## config.mk

```make
export PLATFORM = sky130hd
export DESIGN_NAME = alu_seq_flat
export DESIGN_NICKNAME = d
export VERILOG_FILES = /design/src/rtl/alu_seq_if.sv /design/src/rtl/alu_seq.sv /design/src/flat_wrapper.sv
export SDC_FILE = /design/constraint.sdc
export NUM_CORES = 1
export LEC_CHECK = 0
export CAP_MARGIN = 20
export CORE_MARGIN = 5
export CORE_UTILIZATION = 54
export DETAILED_ROUTE_END_ITERATION = 16
export DONT_BUFFER_PORTS = 1
export PLACE_DENSITY = 0.69
export RECOVER_POWER = 50
export SYNTH_ARGS = -nofsm -noshare
export SYNTH_HDL_FRONTEND = slang
export SYNTH_SLANG_ARGS = --single-unit
```

## constraint.sdc

```tcl
create_clock -name clk -period 2.48 [get_ports clk]
set_clock_uncertainty 0.2 [all_clocks]
set_input_delay 0.372 -clock clk [delete_from_list [all_inputs] [get_ports clk]]
set_output_delay 0.372 -clock clk [all_outputs]
set_load 0.01 [all_outputs]
```

## src/rtl/alu_seq_if.sv

```systemverilog
// alu_seq_if: command, response and external-ALU signals of alu_seq.
// The slave modport is the sequencer side; the master modport is its environment.
interface alu_seq_if #(parameter int WIDTH = 8);
    logic             cmd_valid;
    logic             cmd_ready;
    logic [2:0]       cmd_op;
    logic [1:0]       cmd_rd;
    logic [1:0]       cmd_ra;
    logic [1:0]       cmd_rb;
    logic             cmd_imm_en;
    logic [WIDTH-1:0] cmd_imm;
    logic [WIDTH-1:0] alu_bus_a;
    logic [WIDTH-1:0] alu_bus_b;
    logic [2:0]       alu_sel;
    logic [WIDTH-1:0] alu_out;
    logic             alu_zero;
    logic             alu_negative;
    logic             rsp_valid;
    logic             rsp_ready;
    logic [WIDTH-1:0] rsp_data;
    logic             rsp_zero;
    logic             rsp_negative;
    logic             rsp_err;

    modport slave (
        input  cmd_valid, cmd_op, cmd_rd, cmd_ra, cmd_rb, cmd_imm_en, cmd_imm,
        input  alu_out, alu_zero, alu_negative, rsp_ready,
        output cmd_ready, alu_bus_a, alu_bus_b, alu_sel,
        output rsp_valid, rsp_data, rsp_zero, rsp_negative, rsp_err
    );
    modport master (
        output cmd_valid, cmd_op, cmd_rd, cmd_ra, cmd_rb, cmd_imm_en, cmd_imm,
        output alu_out, alu_zero, alu_negative, rsp_ready,
        input  cmd_ready, alu_bus_a, alu_bus_b, alu_sel,
        input  rsp_valid, rsp_data, rsp_zero, rsp_negative, rsp_err
    );
endinterface

```

## src/rtl/alu_seq.sv

```systemverilog
// alu_seq: IDLE/EXEC/RESP sequencer feeding an external ALU from a 4-entry register file.
// Define ALU_SEQ_DIVZERO_ERR_EN to trap div/mod by zero (rsp_err, write suppressed).
module alu_seq #(parameter int WIDTH = 8) (
    input  logic       clk,
    input  logic       rstn,
    alu_seq_if.slave   bus
);
    typedef enum logic [1:0] {IDLE, EXEC, RESP} state_t;

    state_t           state_q, state_d;
    logic [WIDTH-1:0] rf_q [4];
    logic [WIDTH-1:0] a_q, b_q, data_q;
    logic [2:0]       sel_q;
    logic [1:0]       rd_q;
    logic             zero_q, neg_q, err_q, divz;

`ifdef ALU_SEQ_DIVZERO_ERR_EN
    assign divz = (sel_q == 3'd3 || sel_q == 3'd4) && b_q == '0;
`else
    assign divz = 1'b0;
`endif

    always_ff @(posedge clk or negedge rstn) begin
        if (!rstn) begin
            state_q <= IDLE;
            rf_q    <= '{default: '0};
            a_q     <= '0;
            b_q     <= '0;
            sel_q   <= '0;
            rd_q    <= '0;
            data_q  <= '0;
            zero_q  <= 1'b0;
            neg_q   <= 1'b0;
            err_q   <= 1'b0;
        end else begin
            state_q <= state_d;
            if (state_q == IDLE && bus.cmd_valid) begin
                a_q   <= rf_q[bus.cmd_ra];
                b_q   <= bus.cmd_imm_en ? bus.cmd_imm : rf_q[bus.cmd_rb];
                sel_q <= bus.cmd_op;
                rd_q  <= bus.cmd_rd;
                err_q <= 1'b0;
            end
            if (state_q == EXEC) begin
                data_q <= divz ? '0 : bus.alu_out;
                zero_q <= bus.alu_zero;
                neg_q  <= bus.alu_negative;
                err_q  <= divz;
                if (!divz) rf_q[rd_q] <= bus.alu_out;
            end
        end
    end

    always_comb begin
        state_d = state_q;
        unique case (state_q)
            IDLE:    state_d = bus.cmd_valid ? EXEC : IDLE;
            EXEC:    state_d = RESP;
            RESP:    state_d = bus.rsp_ready ? IDLE : RESP;
            default: state_d = IDLE;
        endcase
    end

    always_comb begin
        bus.cmd_ready    = state_q == IDLE;
        bus.rsp_valid    = state_q == RESP;
        bus.alu_bus_a    = a_q;
        bus.alu_bus_b    = b_q;
        bus.alu_sel      = sel_q;
        bus.rsp_data     = data_q;
        bus.rsp_zero     = zero_q;
        bus.rsp_negative = neg_q;
        bus.rsp_err      = err_q;
    end
endmodule

```

## src/flat_wrapper.sv

```systemverilog
// flat-port wrapper written by rule: the top's interface ports become plain ports
module alu_seq_flat 
#(parameter int WIDTH = 8)
  (clk, rstn, bus_cmd_valid, bus_cmd_op, bus_cmd_rd, bus_cmd_ra, bus_cmd_rb, bus_cmd_imm_en, bus_cmd_imm, bus_alu_out, bus_alu_zero, bus_alu_negative, bus_rsp_ready, bus_cmd_ready, bus_alu_bus_a, bus_alu_bus_b, bus_alu_sel, bus_rsp_valid, bus_rsp_data, bus_rsp_zero, bus_rsp_negative, bus_rsp_err);
  alu_seq_if #(.WIDTH(WIDTH)) bus_i ();
  input  logic clk;
  input  logic rstn;
  input wire logic [$bits(bus_i.cmd_valid)-1:0] bus_cmd_valid;
  input wire logic [$bits(bus_i.cmd_op)-1:0] bus_cmd_op;
  input wire logic [$bits(bus_i.cmd_rd)-1:0] bus_cmd_rd;
  input wire logic [$bits(bus_i.cmd_ra)-1:0] bus_cmd_ra;
  input wire logic [$bits(bus_i.cmd_rb)-1:0] bus_cmd_rb;
  input wire logic [$bits(bus_i.cmd_imm_en)-1:0] bus_cmd_imm_en;
  input wire logic [$bits(bus_i.cmd_imm)-1:0] bus_cmd_imm;
  input wire logic [$bits(bus_i.alu_out)-1:0] bus_alu_out;
  input wire logic [$bits(bus_i.alu_zero)-1:0] bus_alu_zero;
  input wire logic [$bits(bus_i.alu_negative)-1:0] bus_alu_negative;
  input wire logic [$bits(bus_i.rsp_ready)-1:0] bus_rsp_ready;
  output wire logic [$bits(bus_i.cmd_ready)-1:0] bus_cmd_ready;
  output wire logic [$bits(bus_i.alu_bus_a)-1:0] bus_alu_bus_a;
  output wire logic [$bits(bus_i.alu_bus_b)-1:0] bus_alu_bus_b;
  output wire logic [$bits(bus_i.alu_sel)-1:0] bus_alu_sel;
  output wire logic [$bits(bus_i.rsp_valid)-1:0] bus_rsp_valid;
  output wire logic [$bits(bus_i.rsp_data)-1:0] bus_rsp_data;
  output wire logic [$bits(bus_i.rsp_zero)-1:0] bus_rsp_zero;
  output wire logic [$bits(bus_i.rsp_negative)-1:0] bus_rsp_negative;
  output wire logic [$bits(bus_i.rsp_err)-1:0] bus_rsp_err;
  assign bus_i.cmd_valid = bus_cmd_valid;
  assign bus_i.cmd_op = bus_cmd_op;
  assign bus_i.cmd_rd = bus_cmd_rd;
  assign bus_i.cmd_ra = bus_cmd_ra;
  assign bus_i.cmd_rb = bus_cmd_rb;
  assign bus_i.cmd_imm_en = bus_cmd_imm_en;
  assign bus_i.cmd_imm = bus_cmd_imm;
  assign bus_i.alu_out = bus_alu_out;
  assign bus_i.alu_zero = bus_alu_zero;
  assign bus_i.alu_negative = bus_alu_negative;
  assign bus_i.rsp_ready = bus_rsp_ready;
  assign bus_cmd_ready = bus_i.cmd_ready;
  assign bus_alu_bus_a = bus_i.alu_bus_a;
  assign bus_alu_bus_b = bus_i.alu_bus_b;
  assign bus_alu_sel = bus_i.alu_sel;
  assign bus_rsp_valid = bus_i.rsp_valid;
  assign bus_rsp_data = bus_i.rsp_data;
  assign bus_rsp_zero = bus_i.rsp_zero;
  assign bus_rsp_negative = bus_i.rsp_negative;
  assign bus_rsp_err = bus_i.rsp_err;
  alu_seq #(.WIDTH(WIDTH)) u_core (.clk(clk), .rstn(rstn), .bus(bus_i));
endmodule
```

======== After elaboration in Yosys (flattened, before gate mapping) ========
Index checks and enable logic that the tools add are counted.
storage, ports and cells
  bits of input ports ..................... 32
  bits in registers ....................... 66
  output and inout bits ................... 32
operators by class
  equal/unequal tests ..................... 2
  muxes and demuxes ....................... 15
  reductions and logical operators ........ 4
  bitwise logic cells ..................... 3
  $lt $le $gt $ge ......................... 4
operators with widths
  cell                count
  $mux 8              6
  $bmux 8 s2          2
  $bwmux 32           1
  $demux 8 s2         1
  $ge 3x3->1 const B  3
  $not 2->3           3
  $pmux 2 s3          1
  $lt 3x1->1 const B  1
  $mux 1              3
  $eq 2x1->1 const B  1
  $eq 2x2->1 const B  1
  $logic_and 1x1->1   2
  $logic_not 2->1     1
  $mux 2              1
  $reduce_bool 2->1   1

======== Depth between registers and ports, before layout ========
Gate-level depths: netlist of run 1.
  depth after elaboration ................. 6
  gate-level depth with buffers ........... 4

======== Worst setup path before layout of run 1 ========
Ideal clock, no wire load.
  path kind ............................... register to register
  from .................................... register u_core.state_q[1]
  to ...................................... register u_core.rf_q[16] in the netlist's numbering
  setup time .............................. 0.125 ns
  stages on the path, launching flop included .. 5
  arrival ................................. 1.377 ns
  slack ................................... 0.778 ns
  clock period less this slack ............ 1.702 ns
  cell sequence ........................... dfrtp_1 > nand2b_1 > buf_6 > nor3b_4 > mux2_2
on the way
  cells in the longest elaborated chain, start to end .. 1
RTL lines
  item                            RTL line       source
  start: declaration              alu_seq.sv:10  state_t state_q, state_d;
  start signal: assignment        alu_seq.sv:36  state_q <= state_d;
  $eq 2x1->1                      alu_seq.sv:44  if (state_q == EXEC) begin
  end signal: indexed assignment  alu_seq.sv:49  if (!divz) rf_q[rd_q] <= bus.alu_out;
  end: declaration                alu_seq.sv:11  logic [WIDTH-1:0] rf_q [4];
Every way passes these cells.
A chain may end at the register's enable or synchronous reset.

======== Worst setup path after layout of run 1 ========
  from .................................... register u_core.state_q[1]
  to ...................................... register u_core.rf_q[18] in the netlist's numbering
Same word-level chain as after synthesis.

==> results of run 1 <==
## per-stage QoR
stage / utilization, % / cell area, µm² / setup slack [ns] / total power [mW]
4_1_cts: 64.5 / 3340 / 0.445 / 4.15
2_1_floorplan: - / 2920 / 0.778 / 3.04
3_3_place_gp: 57.7 / 2980 / 0.503 / 3.25
6_report: 64.5 / 3330 / 0.456 / 4.11
3_5_place_dp: 57.7 / 2980 / 0.466 / 3.35
5_1_grt: 64.5 / 3330 / 0.388 / 4.36
## power by group through the flow
stage	combinational, mW	sequential [mW]	clock, mW
after floorplan	1.03	2.01	0
after global placement	1.14	2.11	0
after detailed placement	1.19	2.16	0
after CTS	1.24	2.14	0.766
after global routing	1.34	2.21	0.818
final	1.22	2.14	0.747
## what timing repair did
| action | in CTS | in global routing |
|---|---|---|
| endpoints found under the hold margin | 113 | 0 |
| hold buffers | 18 | 0 |
| gates resized for setup | 0 | 0 |
## Yosys cell counts
cell type	instances	area share, %
dfrtp_1	65	56
mux2_2	55	21
mux4_2	16	12
nor2_1	9	1.2
a21oi_1	8	1.4
mux2i_1	8	2.7
buf_2	5	0.86
buf_1	2	0.26
clkbuf_1	2	0.26
nand2b_1	2	0.43
nor3b_4	2	1.3
buf_4	1	0.26
buf_6	1	0.39
conb_1	1	0.13
inv_1	1	0.13
nand4b_2	1	0.51
nor3_4	1	0.56
nor3b_1	1	0.26
o21ai_0	1	0.17
## cells by family (layout without fill, tap and decap cells)
group	Yosys count	after routing	share of synthesized area, %
muxes	79	79	36.3
buffers and inverters	12	38	2.14
other	1	1	0.128
AOI/OAI and AO/OA	9	9	1.54
and+or+nand+nor	16	16	4.20
DFF	65	65	55.7
## state kept, by name, summed over array words and instances (netlist names)
signal and flops:
u_core.bus.rsp_data 8, u_core.state_q 2, u_core.bus.rsp_negative 1, u_core.bus.alu_sel 3, u_core.bus.alu_bus_a 8, u_core.bus.rsp_zero 1
u_core.rf_q 32, u_core.rd_q 2, u_core.bus.alu_bus_b 8
## critical path: cells and delay by family, from the launching register on
family | cells | cell delay (ns)
flops | 1 | 0.43
mux | 1 | 0.40
simple gates | 2 | 0.88
## how the worst max path moves through the flow
stage                 startpoint              end  slack [ns]  cells past startpoint
6_report       u_core.state_q[1]  u_core.rf_q[18]        0.46                      3
5_1_grt        u_core.state_q[1]  u_core.rf_q[18]        0.39                      3
4_1_cts        u_core.state_q[1]  u_core.rf_q[18]        0.44                      3
3_5_place_dp   u_core.state_q[1]  u_core.rf_q[18]        0.47                      3
3_3_place_gp   u_core.state_q[1]  u_core.rf_q[18]        0.50                      3
2_1_floorplan  u_core.state_q[1]  u_core.rf_q[16]        0.78                      4
## layout make-up
class / count / area [µm²] / area share (%)
multi-input cells: 105 / 1240 / 37.1
clock buffers: 15 / 156 / 4.69
inverters: 1 / 3.75 / 0.113
repair buffers: 22 / 224 / 6.72
well taps: 70 / 87.6 / 2.63
flip-flops and latches: 65 / 1630 / 48.8
## layer usage
metal	GRT usage [%]	vias up
met3	7.70	8
li1	-	716
met4	7.46	0
met1	24.1	839
met5	0	-
met2	27.6	58
==> qor.yml, run 1 <==
status:
  status: "finished clean"
cells_and_area:
  fin_cells: 278
  final_cell_mix: "65 x dfrtp_1, 55 x mux2_2, 17 x dlygate4sd3_1"
  final_common_cell: "dfrtp_1"
  nets: 236
  final_layout_size_suffix_gt1_share_pct: 43.3
  diodes: 0
  nFillCells: 363
  layout-area-overhead-vs-synth_pct: 14.2
yosys:
  netlist_area_mm2: 0.00292
  syn-mean-instance-area_um2: 16.0
  yosysUniqueCellTypes: 19
  ys_seq_area_share_pct: 55.7
  ys_seq_elements: 65
  syn-num-nets: 214
  synthCells: 182
  synth-warning-count: 0
power:
  switchingPower_mw: 1.33
  power.internal_mw: 2.78
  p_leak_nw: 1.39
  irDropWorstVdd_mv: 0.530
  switching_share_pct: 32.3
  seqPwrFrac_pct: 52.0
  pwr-share-clk_pct: 18.2
  powerDensity_mw_per_mm2: 1230
  pwr-share-comb_pct: 29.8
hold_path:
  min_path_type: "in2reg"
  hold_end: "u_core.bus.alu_bus_b[2]"
  hold_start: "bus_cmd_imm[2]"
  hold_depth: 2
timing:
  setup_violations: 0
  fin_crit_ns: 2.02
  grt_setup_unrepaired: "false"
  slew_headroom_pct: 61.6
  drv_slew: 0
  worst_pin_slew_ns: 0.576
  fin_crit_sh_pct: 81.6
  tns_ns: 0
  hold_viol: 0
  fin_hold_ws_ns: 0.0566
  fmax_mhz: 494
flow_run:
  max_cap_violations: 0
critical_path:
  rr_startpoint: "u_core.state_q[1]"
  r2r_setup_slack_ns: 0.46
  crit_type: "reg2reg"
  slowest_delay_ns: 0.55
  cp.arrival_ns: 2.04
  ff2ff_path_depth: 3
  r2r_end: "u_core.rf_q[18]"
  critical-path-slowest-cell: "nor3b_4"
  end_kind: "register"
  path_cells: "nand2b_1 -> nor3b_4 -> mux2_2"
  crit_path_start_kind: "register"
  cp.required_ns: 2.50
  crit_fanout: 8
placed_design:
  io_buffers: 0
  placed_cells_incl_taps: 245
  place_hpwl_um: 4170
  gp_congestion: 0.749
clock_network:
  htreeDepth: 3
  clkTransAtPathRegs_ns: 0.06
  numCtsBuffers: 9
  clockBufferDepth: 2
  cts_tree: "yes"
  cts-root-buf: "clkbuf_8"
  postCtsSetupBuffers: 0
  clk_latency_ns: 0.34
  cts_sinks: 65
grt:
  antenna_found_initial: 0
  grt_pass1_wl_um: 9780
  grt_overflow: 0
  grt_max_degree: 66
  grt_pass1_vias: 1738
  grt_use_total_pct: 18.5
routing:
  antenna_left: 0
  viasPerCell: 5.83
  post_drt_wl_per_cell_um: 21.4
  wl_met1_um: 2570
  route.detailed.drc: 0
  vias: 1621
  route.met3.wl_um: 471
  first_pass_iters: 5
  top_layer_used: "met4"
  met2_length_um: 2820
  first_iter_violations: 129
  wl_um: 5960
die:
  start_util_pct: 56.5
  rows: 26
  dieHeight_um: 83.5
  core_area_mm2: 0.00517
  die_w_um: 83.5
  die-area_mm2: 0.00698
  io_pins: 64
Note: power is estimated with default switching activity, not from simulation.
==> inputs of run 2 (changes only) <==
==> constraint.sdc (replaced) <==
create_clock -name clk -period 2.1 [get_ports clk]
set_clock_uncertainty 0.2 [all_clocks]
set_input_delay 0.315 -clock clk [delete_from_list [all_inputs] [get_ports clk]]
set_output_delay 0.315 -clock clk [all_outputs]
set_load 0.01 [all_outputs]
==> run 2 against run 1 <==
Net effect:
- register-to-register slack lost 0.38 ns
- sequential cell count is the same
- worst hold slack lost 0.043 ns
- first-iteration DRC count shrank 29%
- largest power group unchanged
- largest cell class unchanged
- sequential share of layout area shrank 1.6 points
- core utilization grew 2.2 points
- sequential power grew 18%
- critical path type unchanged
- die area is the same
- cell area grew 3.4%
==> qor.yml, run 2 (synthesis results as in run 1) <==
status:
  status: "finished clean"
die:
  die-area_mm2: 0.00698
  rows: 26
  dieHeight_um: 83.5
  start_util_pct: 56.5
  die_w_um: 83.5
  core_area_mm2: 0.00517
  io_pins: 64
timing:
  hold_viol: 0
  worst_pin_slew_ns: 0.852
  drv_slew: 0
  tns_ns: 0
  fin_crit_sh_pct: 96.5
  slew_headroom_pct: 43.2
  fin_hold_ws_ns: 0.0141
  grt_setup_unrepaired: "false"
  fmax_mhz: 493
  setup_violations: 0
  fin_crit_ns: 2.03
grt:
  grt_max_degree: 66
  grt_pass1_vias: 1887
  grt.busiest_layer: "met2"
  grtUsageMet3_pct: 7.11
  use_met2_pct: 28.9
  antenna_found_initial: 0
  grt_overflow: 0
  met1_usage_pct: 25.5
  grt_use_total_pct: 19.3
  grt_pass1_wl_um: 10200
cells_and_area:
  regMostFlops: "u_core.rf_q"
  diodes: 0
  largest_reg_flops: 32
  layout-area-overhead-vs-synth_pct: 18.1
  final_layout_size_suffix_gt1_share_pct: 41.8
  regArea_mm2: 0.00163
  nFillCells: 380
  final_common_cell: "dfrtp_1"
  multi_input_area_mm2: 0.00124
  nets: 249
  final_cell_mix: "65 x dfrtp_1, 55 x mux2_2, 29 x dlygate4sd3_1"
flow_run:
  max_cap_violations: 0
critical_path:
  ff2ff_path_depth: 3
  crit_path_start_kind: "register"
  cp.arrival_ns: 2.05
  crit_type: "reg2reg"
  crit_fanout: 8
  end_kind: "register"
  cp.required_ns: 2.12
routing:
  wl_um: 6100
  viasPerCell: 5.84
  first_pass_iters: 4
  vias: 1694
  route.detailed.drc: 0
  first_iter_violations: 92
  antenna_left: 0
  post_drt_wl_per_cell_um: 21.0
clock_network:
  htreeDepth: 3
  numCtsBuffers: 9
  cts_tree: "yes"
  postCtsSetupBuffers: 0
  clk_latency_ns: 0.33
  cts_resized: 0
  cts_hold_buf: 30
  clkTransAtPathRegs_ns: 0.07
  cts-root-buf: "clkbuf_8"
  cts_sinks: 65
  clockBufferDepth: 2
power:
  pwr-share-comb_pct: 30.7
  p_leak_nw: 1.45
  switchingPower_mw: 1.59
  powerDensity_mw_per_mm2: 1440
  finalPower_mw: 4.95
  switching_share_pct: 32.2
  irDropWorstVdd_mv: 0.682
  pwr-share-clk_pct: 18.3
  seqPwrFrac_pct: 51.0
  power.internal_mw: 3.36
hold_path:
  hold_depth: 2
  min_path_type: "in2reg"
placed_design:
  place_hpwl_um: 4210
  gp_congestion: 0.765
  io_buffers: 0
-- run 2: worst max-delay path: stages (launching register included) --
cell and delay, ns:
dfrtp_1 0.43, nand2b_1 0.35, nor3b_4 0.53, mux2_2 0.40
-- run 2: per-stage QoR --
stage | instances | cell area, µm² | setup slack (ns) | util (%)
after global placement | 246 | 2990 | 0.156 | 57.8
after CTS | 290 | 3470 | 0.0818 | 67.1
final | 290 | 3450 | 0.0731 | 66.7
after floorplan | 182 | 2920 | 0.398 | -
after global routing | 290 | 3450 | 0.000724 | 66.7
after detailed placement | 246 | 2990 | 0.0936 | 57.8
-- run 2: final timing paths --
path / start / to / slack (ns)
worst max-delay path: u_core.state_q[1] / u_core.rf_q[19] / 0.07
worst min-delay path: bus_cmd_imm[3] / u_core.bus.alu_bus_b[3] / 0.01
worst max register to register: u_core.state_q[1] / u_core.rf_q[19] / 0.07
worst min register to register: u_core.rf_q[12] / u_core.rf_q[12] / 0.33
max in group asynchronous: rstn / u_core.rf_q[0] / 0.67
min in group asynchronous: rstn / u_core.rf_q[6] / 0.48
-- run 2: final cells by class --
cell class | instances | share of cell area [%]
clock buffer | 14 | 4.72
inverter | 1 | 0.109
multi-input combinational | 105 | 35.8
sequential | 65 | 47.2
tap | 70 | 2.54
timing repair buffer | 35 | 9.62
-- run 2: metal layers --
| layer | vias to the layer above | wire length [µm] |
|---|---|---|
| met1 | 876 | 2630 |
| met2 | 68 | 2910 |
| met5 | - | 0 |
| met3 | 8 | 443 |
| met4 | 0 | 110 |
| li1 | 742 | - |
-- run 2: power groups by stage --
stage / Combinational (mW) / Clock (mW) / Sequential, mW
floorplan: 1.22 / 0 / 2.37
global placement: 1.35 / 0 / 2.49
detailed placement: 1.41 / 0 / 2.55
CTS: 1.54 / 0.930 / 2.53
global route: 1.67 / 1.00 / 2.61
finish: 1.52 / 0.905 / 2.53
